File: src/rtl/aes_key_reverse_pkg.sv
// Shared definitions for the AES round-key reversal buffer: round counts,
// key-length codes and the controller state encoding.
package aes_key_reverse_pkg;

    localparam logic [3:0] AES_NR_128 = 4'd10;
    localparam logic [3:0] AES_NR_192 = 4'd12;
    localparam logic [3:0] AES_NR_256 = 4'd14;

    localparam logic [1:0] KEY_LEN_128 = 2'b00;
    localparam logic [1:0] KEY_LEN_192 = 2'b01;
    localparam logic [1:0] KEY_LEN_256 = 2'b10;

    localparam int PTR_W = 4;

    typedef enum logic [1:0] {
        ST_IDLE,
        ST_LOAD,
        ST_READY,
        ST_PLAY
    } rk_state_e;

    // Code 11 is not a legal AES length and falls back to the 128-bit schedule.
    function automatic logic [3:0] nr_from_len(input logic [1:0] len);
        case (len)
            KEY_LEN_192: return AES_NR_192;
            KEY_LEN_256: return AES_NR_256;
            default:     return AES_NR_128;
        endcase
    endfunction

endpackage

File: src/rtl/aes_rk_store.sv
// Round-key register file: one synchronous write port, one asynchronous read port.
// Contents are not reset; the controller never reads an entry it has not written.
module aes_rk_store #(
    parameter int W     = 32,
    parameter int DEPTH = 15,
    parameter int AW    = 4
) (
    input  logic            clk,
    input  logic            we_i,
    input  logic [AW-1:0]   waddr_i,
    input  logic [4*W-1:0]  wdata_i,
    input  logic [AW-1:0]   raddr_i,
    output logic [4*W-1:0]  rdata_o
);

    logic [4*W-1:0] mem_q [DEPTH];

    always_ff @(posedge clk) begin
        if (we_i) begin
            mem_q[waddr_i] <= wdata_i;
        end
    end

    assign rdata_o = mem_q[raddr_i];

endmodule

File: src/rtl/aes_key_reverse.sv
// Captures the forward AES round-key stream and replays it last-round-first
// over a valid/ready handshake, keeping the schedule for repeated decryptions.
module aes_key_reverse #(
    parameter int W      = 32,
    parameter int MAX_RK = 15
) (
    input  logic           clk,
    input  logic           rst_n,
    input  logic           key_flag,
    input  logic [1:0]     leng_key,
    input  logic           wi_valid,
    input  logic [W-1:0]   wi_0,
    input  logic [W-1:0]   wi_1,
    input  logic [W-1:0]   wi_2,
    input  logic [W-1:0]   wi_3,
    input  logic           dec_start,
    input  logic           rk_ready,
    output logic           rk_valid,
    output logic [4*W-1:0] rk_out,
    output logic [3:0]     rk_round,
    output logic           rk_last,
    output logic           keys_ready,
    output logic           busy
);
    import aes_key_reverse_pkg::*;

    rk_state_e        state_q, state_d;
    logic [PTR_W-1:0] wr_ptr_q, wr_ptr_d;
    logic [PTR_W-1:0] rd_ptr_q, rd_ptr_d;
    logic [1:0]       len_q, len_d;
    logic             keys_ready_q, keys_ready_d;
    logic [3:0]       nr;
    logic             wr_en;
    logic [4*W-1:0]   rd_data;

    assign nr = nr_from_len(len_q);

    // A beat landing together with key_flag belongs to the old schedule and is dropped.
    assign wr_en = (state_q == ST_LOAD) && wi_valid && !key_flag;

    aes_rk_store #(
        .W     (W),
        .DEPTH (MAX_RK),
        .AW    (PTR_W)
    ) u_store (
        .clk     (clk),
        .we_i    (wr_en),
        .waddr_i (wr_ptr_q),
        .wdata_i ({wi_0, wi_1, wi_2, wi_3}),
        .raddr_i (rd_ptr_q),
        .rdata_o (rd_data)
    );

    always_ff @(posedge clk or negedge rst_n) begin
        if (!rst_n) begin
            state_q      <= ST_IDLE;
            wr_ptr_q     <= '0;
            rd_ptr_q     <= '0;
            len_q        <= KEY_LEN_128;
            keys_ready_q <= 1'b0;
        end else begin
            state_q      <= state_d;
            wr_ptr_q     <= wr_ptr_d;
            rd_ptr_q     <= rd_ptr_d;
            len_q        <= len_d;
            keys_ready_q <= keys_ready_d;
        end
    end

    always_comb begin
        state_d      = state_q;
        wr_ptr_d     = wr_ptr_q;
        rd_ptr_d     = rd_ptr_q;
        len_d        = len_q;
        keys_ready_d = keys_ready_q;
        if (key_flag) begin
            state_d      = ST_LOAD;
            wr_ptr_d     = '0;
            rd_ptr_d     = '0;
            len_d        = leng_key;
            keys_ready_d = 1'b0;
        end else begin
            case (state_q)
                ST_LOAD: begin
                    if (wi_valid) begin
                        wr_ptr_d = wr_ptr_q + 4'd1;
                        if (wr_ptr_q == nr) begin
                            state_d      = ST_READY;
                            keys_ready_d = 1'b1;
                        end
                    end
                end
                ST_READY: begin
                    if (dec_start) begin
                        state_d  = ST_PLAY;
                        rd_ptr_d = nr;
                    end
                end
                ST_PLAY: begin
                    if (rk_ready) begin
                        if (rd_ptr_q == '0) begin
                            state_d = ST_READY;
                        end else begin
                            rd_ptr_d = rd_ptr_q - 4'd1;
                        end
                    end
                end
                default: ;
            endcase
        end
    end

    // Playback outputs depend only on state and read pointer, so they hold under backpressure.
    always_comb begin
        rk_valid = 1'b0;
        rk_out   = '0;
        rk_round = '0;
        rk_last  = 1'b0;
        busy     = 1'b0;
        case (state_q)
            ST_LOAD: busy = 1'b1;
            ST_PLAY: begin
                busy     = 1'b1;
                rk_valid = 1'b1;
                rk_out   = rd_data;
                rk_round = rd_ptr_q;
                rk_last  = (rd_ptr_q == '0);
            end
            default: ;
        endcase
    end

    assign keys_ready = keys_ready_q;

endmodule

File: config.mk
export PLATFORM = sky130hd
export DESIGN_NAME = aes_key_reverse
export DESIGN_NICKNAME = d
export VERILOG_FILES = /design/src/rtl/aes_key_reverse_pkg.sv /design/src/rtl/aes_rk_store.sv /design/src/rtl/aes_key_reverse.sv
export SDC_FILE = /design/constraint.sdc
export NUM_CORES = 2
export LEC_CHECK = 0
export CORE_MARGIN = 1.5
export CORE_UTILIZATION = 65
export CTS_CLUSTER_DIAMETER = 120
export DETAILED_ROUTE_END_ITERATION = 8
export PLACE_DENSITY_LB_ADDON = 0.1
export REMOVE_ABC_BUFFERS = 1
export SETUP_SLACK_MARGIN = 0.4
export SYNTH_ARGS = -nofsm -noshare
export SYNTH_HDL_FRONTEND = slang
export SYNTH_SLANG_ARGS = --single-unit
File: constraint.sdc
create_clock -name clk -period 16.5 [get_ports clk]
set_clock_uncertainty 0.2 [all_clocks]
set_input_delay 3.3 -clock clk [delete_from_list [all_inputs] [get_ports clk]]
set_output_delay 3.3 -clock clk [all_outputs]
set_load 0.05 [all_outputs]
==> flow_metrics.tcl <==
set metrics [dict create \
    cts.htree.levels 4 \
    grt_pass1_vias 37200 \
    synthArstFlopShare 0.00673 \
    placementRows 122 \
    track_usage 0.297 \
    hold_buffers 0 \
    dieArea_um2 114000 \
    port_buffers 271 \
    drt-pass1-iter-count 6 \
    crit_arrival_ps 5770 \
    antenna_left 0 \
    end_kind "primary output" \
    ys_ff_latch 1933 \
    clk_path_buf_depth 3 \
    dieWidth_um 338 \
    avgSynthCellArea_um2 21.7 \
    drive_gt1_frac 0.186 \
    critPathLaunchType "flip-flop" \
    p_leak_nw 25.3 \
    cts.sinks 1933 \
    synth.lib_cells_used.distinct 38 \
    fin_util 0.747 \
    fin_ws_ps 7230 \
    pin_count 272 \
    place_inst 4998 \
    fill_cells 6147 \
    layout.cells.non_filler 5340 \
    ys.flop_type "edfxtp_1" \
    layout_common_cells "edfxtp_1 (1920), mux4_2 (384), clkdlybuf4s50_1 (271)" \
    yosysWarnings 0 \
    post_drt_wl_per_cell_um 31.3 \
    vdd_drop_max_mv 0.0956 \
    syn-cell-area_um2 73100 \
    hpwl_um 81300 \
    finalCriticalPeriod_ps 9270 \
    post-cts-setup-buffers 0 \
    synth_edf_count 1920 \
    rr_worst_depth 6 \
    timing_worst_setup_path_type "flip-flop to primary output" \
    clockRootBuffer "clkbuf_16" \
    synth-seq-area-share 0.793 \
    cts_resized 0 \
    hold_viol_final 0 \
    vias 35800 \
    worstMarginPinSlew_ps 1280 \
    power_density_nw_per_um2 116 \
    grt_pass1_wl_um 246000 \
    worstPathRequired_ps 13000 \
    clk_latency_ps 760 \
    fin_crit_sh 0.562 \
    postSynthCellCount 3373 \
    numCtsBuffers 185 \
    core_um2 111000 \
    max_slew_margin 0.150 \
    vias_per_cell 6.71 \
    slew_viol_final 0 \
    start_util 0.658 \
    hold_depth 2 \
    grt_max_degree 149 \
    setup_tns_ps 0 \
    drc 0 \
    clk_pin_slew_ps 60 \
    pre_cts_ws_ps 8020 \
    die_h_um 338 \
    max_cap_violations 0 \
    rsz0062_at_grt "no" \
    wl_um 167000 \
    cts_tree "yes" \
    setup_viol 0 \
    hold_class "flip-flop to flip-flop" \
    place_congestion 0.802 \
    area_growth_pct 13.6 \
    max_freq_mhz 108 \
    grt.overflow.total 0 \
    final_common_cell "edfxtp_1" \
    final_nets 3839 \
    critical_path.max_fanout 54 \
    antenna_found_initial 22 \
    status "finished, final reports clean" \
    drtIter0Drc 4259 \
]
[metrics by stage]
stage / hold slack [ps] / area (um2) / total power, mW
2_1_floorplan: 287 / 72000 / 5.60
3_3_place_gp: 293 / 77300 / 5.69
3_5_place_dp: 303 / 77300 / 5.71
4_1_cts: 317 / 83000 / 9.67
5_1_grt: 337 / 83000 / 9.88
6_report: 317 / 83000 / 9.63
[cell type report]
type / count / area (um2) / share of cell area
antenna: 9 / 22.5 / 0.000271
clock buffer: 229 / 4880 / 0.0588
clock inverter: 104 / 860 / 0.0104
inverter: 9 / 33.8 / 0.000407
multi-input combinational: 1239 / 14100 / 0.170
sequential: 1933 / 58000 / 0.698
tap: 1488 / 1860 / 0.0224
timing repair buffer: 329 / 3290 / 0.0396
[critical path, cell delays in order (launching register included)]
cell and delay (ps):
dfrtp_4 820, nor2_4 1020, buf_4 910, buf_4 790
a22oi_1 210, nand2_1 240, clkdlybuf4s50_1 850
[power breakdown]
group | leakage, nW | switching (mW) | total, mW | internal, mW
registers | 17.5 | 0.00923 | 5.45 | 5.44
logic | 5.02 | 0.104 | 0.153 | 0.0489
clock network | 2.82 | 1.70 | 4.02 | 2.32
[sequential cells by signal, summed over array words and instances (netlist names)]
signal,flops
keys_ready,1
len_q,2
rd_ptr_q,4
state_q,2
u_store.mem_q,1920
wr_ptr_q,4
[synthesized netlist by cell type (5+ instances only)]
| master | n | share of area |
|---|---|---|
| nand3_1 | 5 | 0.00034 |
| ha_1 | 6 | 0.0010 |
| nor3_1 | 7 | 0.00048 |
| buf_6 | 39 | 0.0060 |
| mux2i_1 | 130 | 0.018 |
| mux4_2 | 384 | 0.12 |
| buf_2 | 58 | 0.0040 |
| buf_1 | 31 | 0.0016 |
| dfrtp_1 | 13 | 0.0045 |
| inv_1 | 9 | 0.00046 |
| nand2_1 | 267 | 0.014 |
| clkbuf_1 | 61 | 0.0031 |
| o21ai_1 | 128 | 0.0088 |
| nor2_1 | 23 | 0.0012 |
| edfxtp_1 | 1920 | 0.79 |
| a22oi_1 | 256 | 0.026 |
[cell families after synthesis]
kind of cell,count (synthesis),share of synthesized area
xor gates and xnor gates,5,0.000599
buffers and inverters,201,0.0155
DFF,1933,0.793
adders and majority gates,6,0.00103
AOI/OAI and AO/OA,398,0.0363
muxes,515,0.136
and+or+nand+nor,315,0.0170
[worst paths after layout]
path	from	endpoint	slack, ps
worst max register to register	state_q[0]	u_store.mem_q[14][5]	12010
worst min-delay path	keys_ready	keys_ready	320
min in group asynchronous	rst_n	rd_ptr_q[1]	2730
max in group asynchronous	rst_n	rd_ptr_q[0]	12900
worst max-delay path	rd_ptr_q[1]	rk_out[45]	7230
worst min register to register	keys_ready	keys_ready	320
[per-layer routing]
layer	global-route usage	routed length, um	up-vias
met1	0.425	65000	19000
li1	-	-	14700
met4	0.0760	3350	26
met2	0.483	84100	1869
met3	0.0585	14700	260
met5	0	169	-
No activity file was read; power rests on OpenSTA's default activity.
